$ cat src/rtl/param_cache.sv
`default_nettype none
// ============================================================================
// Module   : param_cache
// Desc     : Direct-mapped, write-back, write-allocate cache with a byte-wide
//            memory port. Optional hit/miss counters enabled by CACHE_STATS_EN.
// Revision : 1.0 - initial release
// ============================================================================
module param_cache #(
    parameter int ADDR_W         = 16,
    parameter int LINES          = 16,
    parameter int WORDS_PER_LINE = 4,
    parameter int MEM_LAT        = 1
) (
    input  logic              clk,
    input  logic              reset,
    input  logic              pstrobe,
    input  logic              prw,
    input  logic [ADDR_W-1:0] paddress,
    input  logic [31:0]       pdata_in,
    output logic [31:0]       pdata_out,
    output logic              pready,
    output logic              sysstrobe,
    output logic              sysrw,
    output logic [ADDR_W-1:0] sysaddress,
    output logic [7:0]        sysdata_out,
    input  logic [7:0]        sysdata_in,
    output logic [15:0]       hit_count,
    output logic [15:0]       miss_count
);

    localparam int c_line_bytes = 4 * WORDS_PER_LINE;
    localparam int c_off_w      = $clog2(c_line_bytes);
    localparam int c_idx_w      = $clog2(LINES);
    localparam int c_tag_w      = ADDR_W - c_off_w - c_idx_w;
    localparam int c_lat_w      = $clog2(MEM_LAT + 1);

    localparam logic [c_off_w-1:0] c_last_byte = c_off_w'(c_line_bytes - 1);
    localparam logic [c_off_w-1:0] c_word_mask = ~c_off_w'(3);

    localparam logic [2:0] c_st_idle      = 3'd0;
    localparam logic [2:0] c_st_compare   = 3'd1;
    localparam logic [2:0] c_st_respond   = 3'd2;
    localparam logic [2:0] c_st_writeback = 3'd3;
    localparam logic [2:0] c_st_fill      = 3'd4;

    logic [2:0]         r_state;
    logic [2:0]         w_next;
    logic               r_rw;
    logic [ADDR_W-1:0]  r_addr;
    logic [31:0]        r_wdata;
    logic [31:0]        r_rdata;
    logic [c_off_w-1:0] r_byte;
    logic [c_lat_w-1:0] r_lat;
    logic [LINES-1:0]   r_valid;
    logic [LINES-1:0]   r_dirty;
    logic [c_tag_w-1:0] r_tag  [LINES];
    logic [7:0]         r_data [LINES][c_line_bytes];

    logic [c_idx_w-1:0] w_idx;
    logic [c_tag_w-1:0] w_tag;
    logic [c_off_w-1:0] w_base;
    logic [31:0]        w_rword;
    logic               w_hit;
    logic               w_sample;
    logic               w_last_byte;

    assign w_idx       = r_addr[c_off_w +: c_idx_w];
    assign w_tag       = r_addr[ADDR_W-1 -: c_tag_w];
    assign w_hit       = r_valid[w_idx] && (r_tag[w_idx] == w_tag);
    assign w_sample    = (r_lat == c_lat_w'(MEM_LAT));
    assign w_last_byte = (r_byte == c_last_byte);

    // Little-endian word assembled from the four bytes of the addressed word
    always_comb begin
        w_base  = r_addr[c_off_w-1:0] & c_word_mask;
        w_rword = '0;
        for (int k = 0; k < 4; k++) begin
            w_rword[8*k +: 8] = r_data[w_idx][w_base | c_off_w'(k)];
        end
    end

    always_comb begin
        w_next = r_state;
        case (r_state)
            c_st_idle:      if (pstrobe) w_next = c_st_compare;
            c_st_compare: begin
                if (w_hit)                                w_next = c_st_respond;
                else if (r_valid[w_idx] && r_dirty[w_idx]) w_next = c_st_writeback;
                else                                      w_next = c_st_fill;
            end
            c_st_writeback: if (w_last_byte) w_next = c_st_fill;
            c_st_fill:      if (w_sample && w_last_byte) w_next = c_st_compare;
            c_st_respond:   w_next = c_st_idle;
            default:        w_next = c_st_idle;
        endcase
    end

    always_comb begin
        pready      = (r_state == c_st_respond);
        sysstrobe   = (r_state == c_st_writeback) ||
                      ((r_state == c_st_fill) && (r_lat == '0));
        sysrw       = (r_state != c_st_writeback);
        sysaddress  = (r_state == c_st_writeback) ? {r_tag[w_idx], w_idx, r_byte}
                                                  : {w_tag, w_idx, r_byte};
        sysdata_out = r_data[w_idx][r_byte];
        pdata_out   = r_rdata;
    end

    always_ff @(posedge clk) begin
        if (reset) begin
            r_state <= c_st_idle;
            r_valid <= '0;
            r_dirty <= '0;
            r_rdata <= '0;
            r_byte  <= '0;
            r_lat   <= '0;
            r_rw    <= 1'b1;
            r_addr  <= '0;
            r_wdata <= '0;
        end else begin
            r_state <= w_next;
            case (r_state)
                c_st_idle: begin
                    if (pstrobe) begin
                        r_rw    <= prw;
                        r_addr  <= paddress;
                        r_wdata <= pdata_in;
                    end
                end
                c_st_compare: begin
                    r_byte <= '0;
                    r_lat  <= '0;
                    if (w_hit) begin
                        if (r_rw) r_rdata <= w_rword;
                        else      r_dirty[w_idx] <= 1'b1;
                    end
                end
                c_st_writeback: r_byte <= r_byte + c_off_w'(1);
                c_st_fill: begin
                    if (w_sample) begin
                        r_lat  <= '0;
                        r_byte <= r_byte + c_off_w'(1);
                        if (w_last_byte) begin
                            r_valid[w_idx] <= 1'b1;
                            r_dirty[w_idx] <= 1'b0;
                        end
                    end else begin
                        r_lat <= r_lat + c_lat_w'(1);
                    end
                end
                default: ;
            endcase
        end
    end

    // Storage arrays carry no reset; validity is governed by r_valid alone
    always_ff @(posedge clk) begin
        if (!reset) begin
            if ((r_state == c_st_fill) && w_sample) begin
                r_data[w_idx][r_byte] <= sysdata_in;
                if (w_last_byte) r_tag[w_idx] <= w_tag;
            end
            if ((r_state == c_st_compare) && w_hit && !r_rw) begin
                for (int k = 0; k < 4; k++) begin
                    r_data[w_idx][w_base | c_off_w'(k)] <= r_wdata[8*k +: 8];
                end
            end
        end
    end

`ifdef CACHE_STATS_EN
    logic        r_first;
    logic [15:0] r_hits;
    logic [15:0] r_misses;

    // Only the first COMPARE of a request is counted; the post-fill revisit is not
    always_ff @(posedge clk) begin
        if (reset) begin
            r_first  <= 1'b0;
            r_hits   <= '0;
            r_misses <= '0;
        end else begin
            if ((r_state == c_st_idle) && pstrobe) r_first <= 1'b1;
            if (r_state == c_st_compare) begin
                r_first <= 1'b0;
                if (r_first) begin
                    if (w_hit) begin
                        if (r_hits != 16'hFFFF) r_hits <= r_hits + 16'd1;
                    end else begin
                        if (r_misses != 16'hFFFF) r_misses <= r_misses + 16'd1;
                    end
                end
            end
        end
    end

    assign hit_count  = r_hits;
    assign miss_count = r_misses;
`else
    assign hit_count  = '0;
    assign miss_count = '0;
`endif

endmodule
`default_nettype wire

$ cat config.mk
export PLATFORM = sky130hd
export DESIGN_NAME = param_cache
export DESIGN_NICKNAME = d
export VERILOG_FILES = /design/src/rtl/param_cache.sv
export SDC_FILE = /design/constraint.sdc
export NUM_CORES = 2
export LEC_CHECK = 0
export ABC_CLOCK_PERIOD_IN_PS = 4400
export CAP_MARGIN = 5
export CORE_ASPECT_RATIO = 1.5
export CORE_UTILIZATION = 33
export DETAILED_ROUTE_END_ITERATION = 8
export SYNTH_ARGS = -nofsm -noshare
export SYNTH_HDL_FRONTEND = slang
export SYNTH_SLANG_ARGS = --single-unit
$ cat constraint.sdc
create_clock -name clk -period 4.4 [get_ports clk]
set_clock_uncertainty 0.15 [all_clocks]
set_input_delay 0.66 -clock clk [delete_from_list [all_inputs] [get_ports clk]]
set_output_delay 0.66 -clock clk [all_outputs]
set_load 0.01 [all_outputs]
==> impl_metrics.ini <==
[logic_synthesis]
netlist.top_cell.by_area = edfxtp_1
avgSynthCellArea_um2 = 20.3
ys_async_sr_fraction = 0
ys_seq_area_frac = 0.739
ys_ff_latch = 2299
synth_edf_count = 2176
synth_area_um2 = 91800
ys_types = 67
synth_top_area_share = 0.712
synth.area.top_cells = edfxtp_1, mux4_2, dfxtp_1
syn_inst = 4521
ys.flop_type = edfxtp_1
yosysWarningCount = 0

[die]
rows = 236
start_util = 0.332
die_h_um = 648
io_pins = 151
dieWidth_um = 433
coreArea_um2 = 276000
dieArea_um2 = 280000

[finish]
fill_cells = 24323
multi_input_comb_area_um2 = 22900
regArea_um2 = 67800
utilization = 0.404
stdcell_count = 9237
design_area_um2 = 112000
final_cell_mix = edfxtp_1, mux4_2, buf_4, nor2_1, clkbuf_16
fin_nets = 5442
syn_to_final_growth_pct = 21.5
final_layout_size_suffix_gt1_frac = 0.358
layout_commonest_cell = edfxtp_1

[route]
antenna_left = 0
drtPass1Iterations = 6
drc = 0
post_drt_wl_per_cell_um = 30.6
initialDrtViolationCount = 5881
wl_um = 283000
routed_via_density = 5.37
vias = 49636

[sta]
timing.hold.ws_ps = 93.4
hold_viol_final = 0
fin_ws_ps = -675
worstMarginPinSlew_ps = 1440
layout_min_cycle_time_ps = 5080
relSlewSlack = 0.0398
setup_viol = 8
slew_violations = 0
rsz0062_at_grt = yes
timing.final.crit_share = 1.15
fmax_ghz = 0.197

[worst_setup_path]
crit_chain = buf_12 -> buf_12 -> buf_6 -> buf_12 -> mux4_2 -> mux4_2 -> a22o_1 -> a221o_1 -> a22oi_2 -> o221ai_2 -> buf_6
cpPeakStageDelay_ps = 540
crit_path_end_kind = primary output
critPathKind = flop to primary output
worst_path_most_repeated_cell = buf_12
worstPathRequired_ps = 3590
cp_slowest_cell = mux4_2
critPathLaunchType = flop
arrival_ps = 4270
cp_max_fo = 11

[clocking]
cts_tree = built
h-tree-depth = 4
cts-root-buf = clkbuf_16
clk_latency_ps = 880
cts-buffers-inserted = 211
clk_pin_slew_ps = 70
clk_path_buf_depth = 4
cts.sinks = 2299

[power]
p_leak_uw = 0.0357
ir_drop_v = 0.000296
powerDensity_nw_per_um2 = 413

[place]
gp_congestion = 0.949
dp_hpwl_um = 195000
io_buffers = 116
place_ws_ps = -468
dpl-instance-area_um2 = 103000
dpl.cell_count = 8731

[global_route]
grt_max_degree = 58
grt_util_all_layers = 0.199
grt_pass1_vias = 50138
antenna_found_initial = 9
grt_pass1_wl_um = 390000
overflow = 0

[worst_hold_path]
hp-class = primary input to flop

[status]
outcome = finished with violations
violations = negative setup slack

[job]
cap_violations = 0
## critical path: cells and delay by family, from the launching register on
kind / cells / cell delay, ps
muxes: 2 / 1070
AOI/OAI and AO/OA: 4 / 1100
DFF: 1 / 390
buffers and inverters: 5 / 800
## cells by family after synthesis
logic type / synth area share
flip-flops: 0.739
adder cells (fa/ha/maj): 0.000545
buffers and inverters: 0.0210
AO/OA/AOI/OAI: 0.0345
other: 0.0000409
AND/OR/NAND/NOR: 0.0307
multiplexers: 0.174
XOR/XNOR: 0.000954
## path summary, 6_finish.rpt
check	endpoint	cells after the start	start	slack [ps]
setup / recovery	sysdata_out[4]	11	flop	-680
setup reg to reg	r_data[2][43]	16	flop	40
hold / removal	pdata_out[23]	2	reset	90
hold reg to reg	r_valid[8]	2	r_valid[8]	330
## sequential cells by signal (all words and copies together), names as in the netlist, named ones only
signal     flops
r_byte         4
r_tag        128
r_wdata       32
r_data      2048
r_addr        14
r_valid       16
r_state        3
r_lat          1
r_rw           1
pdata_out     32
## synth_stat cells (24+ instances only)
cell type	count
nor2_1	331
dfxtp_1	123
mux2i_1	80
mux4_2	649
mux2_1	30
buf_4	72
a22o_1	32
o221ai_1	24
a22oi_1	76
clkbuf_1	135
buf_2	61
nand2_1	188
buf_6	32
edfxtp_1	2176
nor2b_1	43
buf_1	31
o21ai_0	26
a21oi_1	64
a21o_1	97
## power breakdown
group	internal (uW)	switching [uW]	total [uW]
clock network	9750	8120	17900
registers	23900	153	24100
logic	1690	2420	4110
## per-stage QoR
step	power [uW]	setup TNS, ps
after detailed placement	28300	-9430
after global routing	47100	-5360
after CTS	46100	-5720
final	46100	-4610
after global placement	28200	-8070
after floorplan	26400	0
## layer usage
layer / GRT usage / up-vias / wire (um)
met5: 0 / - / 14
met4: 0.100 / 2 / 17200
met3: 0.0439 / 638 / 24300
met2: 0.344 / 2351 / 142000
met1: 0.231 / 26331 / 99200
li1: - / 20314 / -
## timing repair
action / 4_1_cts / 5_1_grt
resized for setup: 147 / 126
endpoints found under the setup margin: 346 / 1860
setup buffers: 59 / 56
gates cloned: 10 / 5
hold buffers: 0 / 0
hold endpoints to repair: 0 / 0
pin swaps: 22 / 16
## final cells by class
type                            count  area share
Clock inverter                    108     0.00779
Multi-Input combinational cell   1897       0.205
Timing Repair Buffer              944      0.0857
Inverter                           25    0.000920
Sequential cell                  2299       0.608
Tap cell                         3689      0.0414
Clock buffer                      270      0.0508
Antenna cell                        5    0.000112
No activity file was read; power rests on OpenSTA's default activity.
